$ cat config.mk
export PLATFORM = sky130hd
export DESIGN_NAME = aer_event_dispatcher
export DESIGN_NICKNAME = d
export VERILOG_FILES = /design/src/rtl/snn_pkg.sv /design/src/rtl/aer_event_fifo.sv /design/src/rtl/aer_event_dispatcher.sv
export SDC_FILE = /design/constraint.sdc
export NUM_CORES = 1
export LEC_CHECK = 0
export CAP_MARGIN = 20
export CORE_AREA = 2 2 132 147
export DETAILED_ROUTE_END_ITERATION = 8
export DIE_AREA = 0 0 134 149
export GPL_TIMING_DRIVEN = 0
export MAX_ROUTING_LAYER = met4
export PLACE_DENSITY_LB_ADDON = 0.3
export SYNTH_ARGS = -nofsm -noshare
export SYNTH_HDL_FRONTEND = slang
export SYNTH_SLANG_ARGS = --single-unit
$ cat constraint.sdc
create_clock -name local_clk -period 6.87 [get_ports local_clk]
set_input_delay 1.374 -clock local_clk [delete_from_list [all_inputs] [get_ports local_clk]]
set_output_delay 1.374 -clock local_clk [all_outputs]
set_load 0.01 [all_outputs]
$ cat src/rtl/snn_pkg.sv
// Shared SNN definitions: default event field widths, dispatcher state
// encodings and the packed AER event layout.
package snn_pkg;

  localparam int TIME_W_DEF = 8;
  localparam int ADDR_W_DEF = 10;

  localparam logic [2:0] S_IDLE      = 3'd0;
  localparam logic [2:0] S_ISSUE     = 3'd1;
  localparam logic [2:0] S_WAIT_DONE = 3'd2;
  localparam logic [2:0] S_ACK       = 3'd3;
  localparam logic [2:0] S_WDONE     = 3'd4;

  typedef struct packed {
    logic [TIME_W_DEF-1:0] t;
    logic [ADDR_W_DEF-1:0] addr;
  } aer_evt_t;

  localparam int AER_EVT_W = $bits(aer_evt_t);

  // Packed {time, addr} width for non-default field widths.
  function automatic int evt_w(input int tw, input int aw);
    return tw + aw;
  endfunction

endpackage

$ cat src/rtl/aer_event_fifo.sv
// Synchronous FIFO with count-based full/empty; pushes are dropped when full,
// pops are dropped when empty.
module aer_event_fifo #(
  parameter int W     = 18,
  parameter int DEPTH = 8
) (
  input  logic         local_clk,
  input  logic         rst_n,
  input  logic         push,
  input  logic         pop,
  input  logic [W-1:0] wdata,
  output logic [W-1:0] rdata,
  output logic         full,
  output logic         empty
);
  localparam int AW = $clog2(DEPTH);
  localparam logic [AW:0] FULL_CNT = DEPTH[AW:0];

  logic [W-1:0]  mem [DEPTH];
  logic [AW-1:0] wr_ptr, rd_ptr;
  logic [AW:0]   cnt;
  logic          do_push, do_pop;

  assign full    = (cnt == FULL_CNT);
  assign empty   = (cnt == '0);
  assign do_push = push && !full;
  assign do_pop  = pop && !empty;
  assign rdata   = mem[rd_ptr];

  always_ff @(posedge local_clk or negedge rst_n) begin
    if (!rst_n) begin
      wr_ptr <= '0;
      rd_ptr <= '0;
      cnt    <= '0;
    end else begin
      if (do_push) wr_ptr <= wr_ptr + 1'b1;
      if (do_pop)  rd_ptr <= rd_ptr + 1'b1;
      case ({do_push, do_pop})
        2'b10:   cnt <= cnt + 1'b1;
        2'b01:   cnt <= cnt - 1'b1;
        default: ;
      endcase
    end
  end

  // Storage needs no reset; pointers and count define validity.
  always_ff @(posedge local_clk) begin
    if (do_push) mem[wr_ptr] <= wdata;
  end

endmodule

$ cat src/rtl/aer_event_dispatcher.sv
// Buffers AER events and broadcasts them one at a time to NUM_PE PEs, acking
// all PEs together once each has reported done (or the wait times out).
module aer_event_dispatcher
  import snn_pkg::*;
#(
  parameter int TIME_W     = TIME_W_DEF,
  parameter int ADDR_W     = ADDR_W_DEF,
  parameter int NUM_PE     = 4,
  parameter int FIFO_DEPTH = 8,
  parameter int TIMEOUT    = 255,
  parameter int CNT_W      = 16
) (
  input  logic              local_clk,
  input  logic              rst_n,
  input  logic              i_evt_valid,
  output logic              o_evt_ready,
  input  logic [TIME_W-1:0] i_evt_time,
  input  logic [ADDR_W-1:0] i_evt_addr,
  input  logic              i_window_end,
  input  logic              i_clear,
  output logic              o_aer_req,
  output logic [TIME_W-1:0] o_aer_time,
  output logic [ADDR_W-1:0] o_aer_addr,
  input  logic [NUM_PE-1:0] i_done_req,
  output logic [NUM_PE-1:0] o_done_ack,
  output logic              o_window_done,
  output logic [CNT_W-1:0]  o_evt_count,
  output logic              o_err,
  output logic              o_busy
);
  localparam int EVT_W = evt_w(TIME_W, ADDR_W);
  localparam int TO_W  = (TIMEOUT > 1) ? $clog2(TIMEOUT) : 1;
  localparam logic [TO_W-1:0] TO_LAST = TO_W'(TIMEOUT - 1);

  logic [2:0]        state;
  logic [NUM_PE-1:0] done_mask, mask_nxt;
  logic [TO_W-1:0]   tcnt;
  logic              window_pend;
  logic              fifo_pop, fifo_full, fifo_empty;
  logic [EVT_W-1:0]  head;
  logic              all_done, to_hit, ack_fire, to_fire;

  aer_event_fifo #(.W(EVT_W), .DEPTH(FIFO_DEPTH)) u_fifo (
    .local_clk (local_clk),
    .rst_n     (rst_n),
    .push      (i_evt_valid),
    .pop       (fifo_pop),
    .wdata     ({i_evt_time, i_evt_addr}),
    .rdata     (head),
    .full      (fifo_full),
    .empty     (fifo_empty)
  );

  assign o_evt_ready = !fifo_full;
  assign o_busy      = (state != S_IDLE) || !fifo_empty;
  assign fifo_pop    = (state == S_IDLE) && !fifo_empty;

  // Only done bits seen while waiting are accumulated.
  assign mask_nxt = done_mask | i_done_req;
  assign all_done = &mask_nxt;
  assign to_hit   = (tcnt == TO_LAST);
  assign ack_fire = (state == S_WAIT_DONE) && (all_done || to_hit);
  assign to_fire  = (state == S_WAIT_DONE) && !all_done && to_hit;

  always_ff @(posedge local_clk or negedge rst_n) begin
    if (!rst_n) begin
      state         <= S_IDLE;
      done_mask     <= '0;
      tcnt          <= '0;
      o_aer_req     <= 1'b0;
      o_aer_time    <= '0;
      o_aer_addr    <= '0;
      o_done_ack    <= '0;
      o_window_done <= 1'b0;
    end else begin
      o_aer_req     <= 1'b0;
      o_done_ack    <= '0;
      o_window_done <= 1'b0;
      case (state)
        S_IDLE: begin
          if (!fifo_empty) begin
            {o_aer_time, o_aer_addr} <= head;
            o_aer_req                <= 1'b1;
            state                    <= S_ISSUE;
          end else if (window_pend) begin
            o_window_done <= 1'b1;
            state         <= S_WDONE;
          end
        end
        S_ISSUE: begin
          done_mask <= '0;
          tcnt      <= '0;
          state     <= S_WAIT_DONE;
        end
        S_WAIT_DONE: begin
          done_mask <= mask_nxt;
          if (ack_fire) begin
            o_done_ack <= '1;
            state      <= S_ACK;
          end else begin
            tcnt <= tcnt + 1'b1;
          end
        end
        S_ACK:   state <= S_IDLE;
        S_WDONE: state <= S_IDLE;
        default: state <= S_IDLE;
      endcase
    end
  end

  // Clear wins over a same-cycle increment, error or window request.
  always_ff @(posedge local_clk or negedge rst_n) begin
    if (!rst_n) begin
      o_evt_count <= '0;
      o_err       <= 1'b0;
      window_pend <= 1'b0;
    end else if (i_clear) begin
      o_evt_count <= '0;
      o_err       <= 1'b0;
      window_pend <= 1'b0;
    end else begin
      if (ack_fire) o_evt_count <= o_evt_count + CNT_W'(1);
      if (to_fire)  o_err <= 1'b1;
      if (i_window_end)           window_pend <= 1'b1;
      else if (state == S_WDONE)  window_pend <= 1'b0;
    end
  end

endmodule

==> results of run 1 <==
-- critical path: stages (launching register included) --
cell and delay [ps]:
dfrtp_1 350, clkbuf_1 170, nor4_1 400, nand2_1 150
clkdlybuf4s50_1 510
-- stage by stage --
step           setup slack (ps)  power, mW  instance area (µm²)
6_report                   3430       4.09                10200
4_1_cts                    3400       4.14                10200
3_5_place_dp               3280       3.00                 9540
2_1_floorplan              3380       2.52                 8380
5_1_grt                    3300       4.30                10200
3_3_place_gp               1490       2.91                 9370
-- power groups by stage --
| stage | Combinational (mW) | Sequential, mW | Clock [mW] |
|---|---|---|---|
| global route | 1.36 | 1.73 | 1.21 |
| global placement | 1.19 | 1.72 | 0 |
| finish | 1.25 | 1.71 | 1.13 |
| CTS | 1.28 | 1.71 | 1.16 |
| detailed placement | 1.27 | 1.73 | 0 |
| floorplan | 0.789 | 1.73 | 0 |
-- registers in the layout (all words and copies together), names as in the netlist --
register / flops
window_pend: 1
tcnt: 8
u_fifo.wr_ptr: 3
o_window_done: 1
done_mask: 4
o_aer_time: 8
o_aer_addr: 10
o_err: 1
o_evt_count: 16
o_aer_req: 1
u_fifo.mem: 144
u_fifo.rd_ptr: 3
state: 3
o_done_ack: 1
u_fifo.cnt: 4
-- worst min-delay path by stage --
| stage | cells past startpoint | slack [ps] | end | startpoint |
|---|---|---|---|---|
| 2_1_floorplan | 2 | 460 | done_mask[0] | done_mask[0] |
| 5_1_grt | 2 | 520 | o_aer_time[0] | o_aer_time[0] |
| 3_5_place_dp | 2 | 470 | o_aer_time[0] | o_aer_time[0] |
| 4_1_cts | 2 | 490 | o_aer_time[0] | o_aer_time[0] |
| 6_report | 2 | 480 | o_aer_time[1] | o_aer_time[1] |
| 3_3_place_gp | 2 | 470 | o_aer_time[0] | o_aer_time[0] |
-- cell type report --
class / instances / area, µm²
fillers: 1473 / 8410
well taps: 247 / 309
repair buffers: 78 / 822
inverters: 5 / 18.8
flip-flops and latches: 208 / 5930
clock inverters: 14 / 153
clock buffers: 23 / 533
multi-input cells: 267 / 2330
plain buffers: 26 / 125
-- per-layer routing --
layer | up-vias | share of wire, % | track usage, %
met5 | - | 0 | -
met4 | 0 | 2.6 | 5.96
met3 | 35 | 6.0 | 2.34
met2 | 161 | 51 | 29.8
met1 | 2393 | 41 | 22.7
li1 | 2137 | - | -
-- kinds of logic (layout without fill, tap and decap cells) --
kind of cell / count (synthesis) / in the layout / synth area share (%)
buffers and inverters: 31 / 146 / 1.72
adder cells (fa/ha/maj): 8 / 8 / 1.19
AO/OA/AOI/OAI: 61 / 61 / 4.73
flip-flops: 208 / 208 / 70.7
XOR/XNOR: 22 / 22 / 2.30
multiplexers: 57 / 57 / 12.2
AND/OR/NAND/NOR: 119 / 119 / 7.12
-- cell usage in the layout, fill, tap and decap left out, types with 3 or more instances in the layout --
cell	count
a21oi_1	10
and2_1	5
and3_1	7
and4_1	4
buf_1	4
buf_2	9
buf_4	6
buf_6	3
buf_8	5
bufinv_16	3
clkbuf_1	10
clkbuf_16	21
clkdlybuf4s50_1	67
clkinv_2	5
clkinvlp_4	4
dfrtp_1	64
edfxtp_1	144
ha_1	8
inv_1	5
mux2i_1	19
mux4_2	36
nand2_1	33
nand2b_1	3
nand3_1	6
nor2_1	28
nor2_2	7
nor2b_1	4
nor3_1	5
o2111ai_1	8
o211ai_1	4
o21ai_0	26
or2_2	3
xnor2_1	5
xor2_1	17
==> reports/qor.yml, run 1 <==
finish:
  instances_no_fill: 868
  fin_util_pct: 54.9
  drive_above_1_share_pct: 18.7
  diodes: 0
  syn_to_final_growth_pct: 22.0
  fin_nets: 642
clock_tree:
  clk_path_buf_depth: 3
  cts_resized: 0
  htree_levels: 1
  ctsHoldBuffers: 0
  cts_sinks: 208
  cts_buffers: 21
  clkTransAtPathRegs_ps: 70
  cts_setup_buffers: 0
  worstSkewPairLatency_ps: 490
  cts_tree: "built"
  cts_root_buf: "clkbuf_16"
die:
  start_util_pct: 45.0
  ios: 70
  dieArea_um2: 20000
  num_rows: 53
  coreArea_um2: 18600
  die_w_um: 134
  die_h_um: 149
synth:
  yosysTopAreaCell: "edfxtp_1"
  synth_enable_flop_cells: 144
  synth.top_cells.by_area: "edfxtp_1 52%, dfrtp_1 19%, mux4_2 9.7%"
  synth_most_common_cell: "edfxtp_1"
  yosys_warnings: 0
  ys_seq_elements: 208
  synth_top_area_share_pct: 51.6
  netlist_instances: 506
  syn_nets: 541
  mappedNetlistArea_um2: 8380
  yosysSeqAreaShare_pct: 70.7
  ys_types: 48
  async_flop_share_pct: 30.8
  synthTopCellsByCount: "144 x edfxtp_1, 64 x dfrtp_1, 36 x mux4_2, 34 x nor2_1, 33 x nand2_1"
  synthFlopType: "edfxtp_1"
  syn_area_per_cell_um2: 16.6
sta:
  setup_tns_ps: 0
  worstMarginPinSlew_ps: 918
  final.hold.worst_slack_ps: 482
  clock.fmax_mhz: 291
  hold_violations: 0
  slew_headroom_pct: 38.7
  period_needed_ps: 3440
  final-setup-viol-count: 0
  fin_worst_skew_ps: 8.99
  rsz0062_at_grt: "false"
  period_share_pct: 50.1
  slew_violations: 0
global_route:
  track_usage_pct: 17.8
  first_global_vias: 4912
  grt_pass1_wl_mm: 26.3
  grt_max_degree: 65
  antenna_found_initial: 0
  overflow: 0
power:
  p_int_mw: 2.85
  p_leak_nw: 3.73
  powerDensity_nw_per_um2: 400
  pwr-share-seq_pct: 41.7
  combPwrFrac_pct: 30.6
  power_switching_share_pct: 30.2
  vdd_drop_max_uv: 244
  clkPwrFrac_pct: 27.7
  p_switching_mw: 1.23
drt:
  wl_mm: 16.7
  ant_nets: 0
  wire_per_inst_um: 19.3
  vias: 4726
  via_per_inst: 5.44
  drt_pass1_iterations: 4
  drt_iter0_markers: 358
  drc: 0
critical_path:
  cp.required_ps: 5500
  setup.worst_path.end: "o_busy"
  cp-end-kind: "primary output"
  r2r_setup_slack_ps: 4340
  crit_arrival_ps: 2070
  reg2reg_depth: 7
  r2r_start: "u_fifo.cnt[1]"
  crit_start: "u_fifo.cnt[1]"
  crit_type: "register to primary output"
  path_max_fanout: 7
  critPathLaunchType: "register"
  regToRegEndpoint: "u_fifo.mem[2][8]"
placement:
  io_buffers: 68
  hpwl_mm: 10.8
  gp_congestion: 0.799
  dp_cells: 831
job:
  cap_violations: 0
hold_path:
  hp-class: "register to register"
run_status:
  status: "finished, final reports clean"
Power figures use the tool's default switching activity.
==> run 2, diff against run 1 <==
==> constraint.sdc (replaced) <==
create_clock -name local_clk -period 3.2 [get_ports local_clk]
set_input_delay 0.64 -clock local_clk [delete_from_list [all_inputs] [get_ports local_clk]]
set_output_delay 0.64 -clock local_clk [all_outputs]
set_load 0.01 [all_outputs]
==> results of run 2 <==
Same layout as run 1 (identical final DEF). Status: finished, final reports clean.
Among the figures that moved: setup slack after placement 3280 ps -> 349 ps; clock-pin slew on the worst setup and hold paths 70 ps -> 60 ps; setup slack after layout 3430 ps -> 494 ps; hold slack 482 ps -> 269 ps; register-to-register setup slack 4340 ps -> 670 ps; total power 4.09 mW -> 8.77 mW; worst IR drop on VDD 244 µV -> 523 µV
==> run 3, diff against run 2 <==
==> constraint.sdc (replaced) <==
create_clock -name local_clk -period 2.4 [get_ports local_clk]
set_input_delay 0.48 -clock local_clk [delete_from_list [all_inputs] [get_ports local_clk]]
set_output_delay 0.48 -clock local_clk [all_outputs]
set_load 0.01 [all_outputs]
==> run 3 against run 2 <==
Effect of this change: non-clock buffer count is 2 lower; power increased by 39%; core utilization grew 0.81 points; first-iteration DRC count is 9.2% higher; critical endpoint is now o_aer_time[3]; largest cell class unchanged; largest power group unchanged.
==> reports/qor.yml, run 3 (synthesis results as in run 1) <==
drt:
  ant_nets: 0
  drt_pass1_iterations: 4
  wire_per_inst_um: 20.0
  vias: 4717
  drt_iter0_markers: 391
  drc: 0
  wl_mm: 17.4
  via_per_inst: 5.43
sta:
  setup_tns_ps: 0
  fin_worst_skew_ps: 11.4
  period_needed_ps: 2270
  rsz0062_at_grt: "false"
  clock.fmax_mhz: 441
  hold_violations: 0
  final-setup-viol-count: 0
  slew_violations: 0
  layout_setup_ws_ps: 133
  worstMarginPinSlew_ps: 957
  period_share_pct: 94.5
  slew_headroom_pct: 36.2
clock_tree:
  worstSkewPairLatency_ps: 500
  cts_buffers: 22
  cts_tree: "built"
  clk_path_buf_depth: 3
  clkTransAtPathRegs_ps: 60
  htree_levels: 1
  cts_root_buf: "clkbuf_16"
  cts_sinks: 208
die:
  start_util_pct: 45.0
  die_h_um: 149
  dieArea_um2: 20000
  num_rows: 53
  ios: 70
  die_w_um: 134
  coreArea_um2: 18600
hold_path:
  hp-class: "input pin to async pin"
power:
  p_int_mw: 8.53
  p_switching_mw: 3.64
  power_switching_share_pct: 29.9
  pwr-share-seq_pct: 40.7
  vdd_drop_max_uv: 735
  clkPwrFrac_pct: 29.4
  combPwrFrac_pct: 29.9
  p_leak_nw: 3.78
  powerDensity_nw_per_um2: 1170
finish:
  regMostFlops: "u_fifo.mem"
  drive_above_1_share_pct: 19.5
  fin_util_pct: 55.7
  top_regs: "u_fifo.mem: 144 flops, o_evt_count: 16 flops, o_aer_addr: 10 flops"
  post-route-cell-area_um2: 10400
  final_cell_mix: "144 x edfxtp_1, 65 x clkdlybuf4s50_1, 61 x dfrtp_1, 36 x mux4_2, 33 x nand2_1"
  diodes: 0
  instances_no_fill: 868
  fin_nets: 641
  final_common_cell: "edfxtp_1"
  syn_to_final_growth_pct: 23.8
  largest_register_ffs: 144
  n_fill_cell: 1434
global_route:
  overflow: 0
  grt_max_degree: 65
  antenna_found_initial: 0
  first_global_vias: 4909
  track_usage_pct: 18.4
  grt_pass1_wl_mm: 27.4
critical_path:
  path_max_fanout: 10
  r2r_setup_slack_ps: 130
  crit_arrival_ps: 2620
  cp-end-kind: "register"
  cp.required_ps: 2750
  crit_type: "register to register"
  critPathLaunchType: "register"
run_status:
  status: "finished, final reports clean"
placement:
  place_area_um2: 9540
  dp_slack_ps: -259
  dp_cells: 829
  gp_congestion: 0.804
  hpwl_mm: 10.9
  io_buffers: 68
job:
  cap_violations: 0
-- run 3: cell type report --
type,instances,area (µm²),area share (%)
buffer,25,121,1.17
sequential,208,5930,57.2
multi-input combinational,267,2400,23.1
tap,247,309,2.98
timing repair buffer,77,820,7.90
clock buffer,31,636,6.13
inverter,5,18.8,0.181
clock inverter,8,139,1.34
-- run 3: stage by stage --
stage	hold slack [ps]	power [mW]
floorplan	184	7.22
global placement	467	8.37
detailed placement	471	8.63
CTS	141	12.3
global route	203	12.8
finish	112	12.2
-- run 3: power groups by stage --
stage / registers, mW / clock network (mW) / logic (mW)
floorplan: 4.95 / 0 / 2.27
global placement: 4.93 / 0 / 3.43
detailed placement: 4.97 / 0 / 3.66
CTS: 4.92 / 3.66 / 3.72
global route: 5.04 / 3.79 / 3.96
finish: 4.96 / 3.58 / 3.64
-- run 3: path summary, 6_finish.rpt --
kind                             startpoint               to  cells after the start
max                        u_fifo.rd_ptr[1]    o_aer_time[3]                      5
max in group asynchronous             rst_n    u_fifo.cnt[2]                      1
max reg2reg                u_fifo.rd_ptr[1]    o_aer_time[3]                      5
min in group local_clk              i_clear  o_evt_count[14]                      2
min reg2reg                   o_aer_time[2]    o_aer_time[2]                      2
min                                   rst_n          tcnt[0]                      1
-- run 3: worst max-delay path, stage by stage (launching register included) --
cell	delay [ps]
dfrtp_1	360
clkbuf_2	320
buf_1	660
mux4_2	410
mux2i_1	230
o21ai_0	120
-- run 3: what timing repair did --
item / 4_1_cts / 5_1_grt
hold buffers: 0 / 0
buffers inserted: 1 / 0
endpoints found under the setup margin: 46 / 90
pin swaps: 3 / 0
resized for setup: 8 / 7
-- run 3: metal layers --
metal	track usage, %	part of all wire [%]	vias to the layer above
li1	-	-	2144
met3	2.85	5.7	30
met1	23.4	41	2414
met4	4.20	1.6	0
met5	-	0	-
met2	31.4	51	129
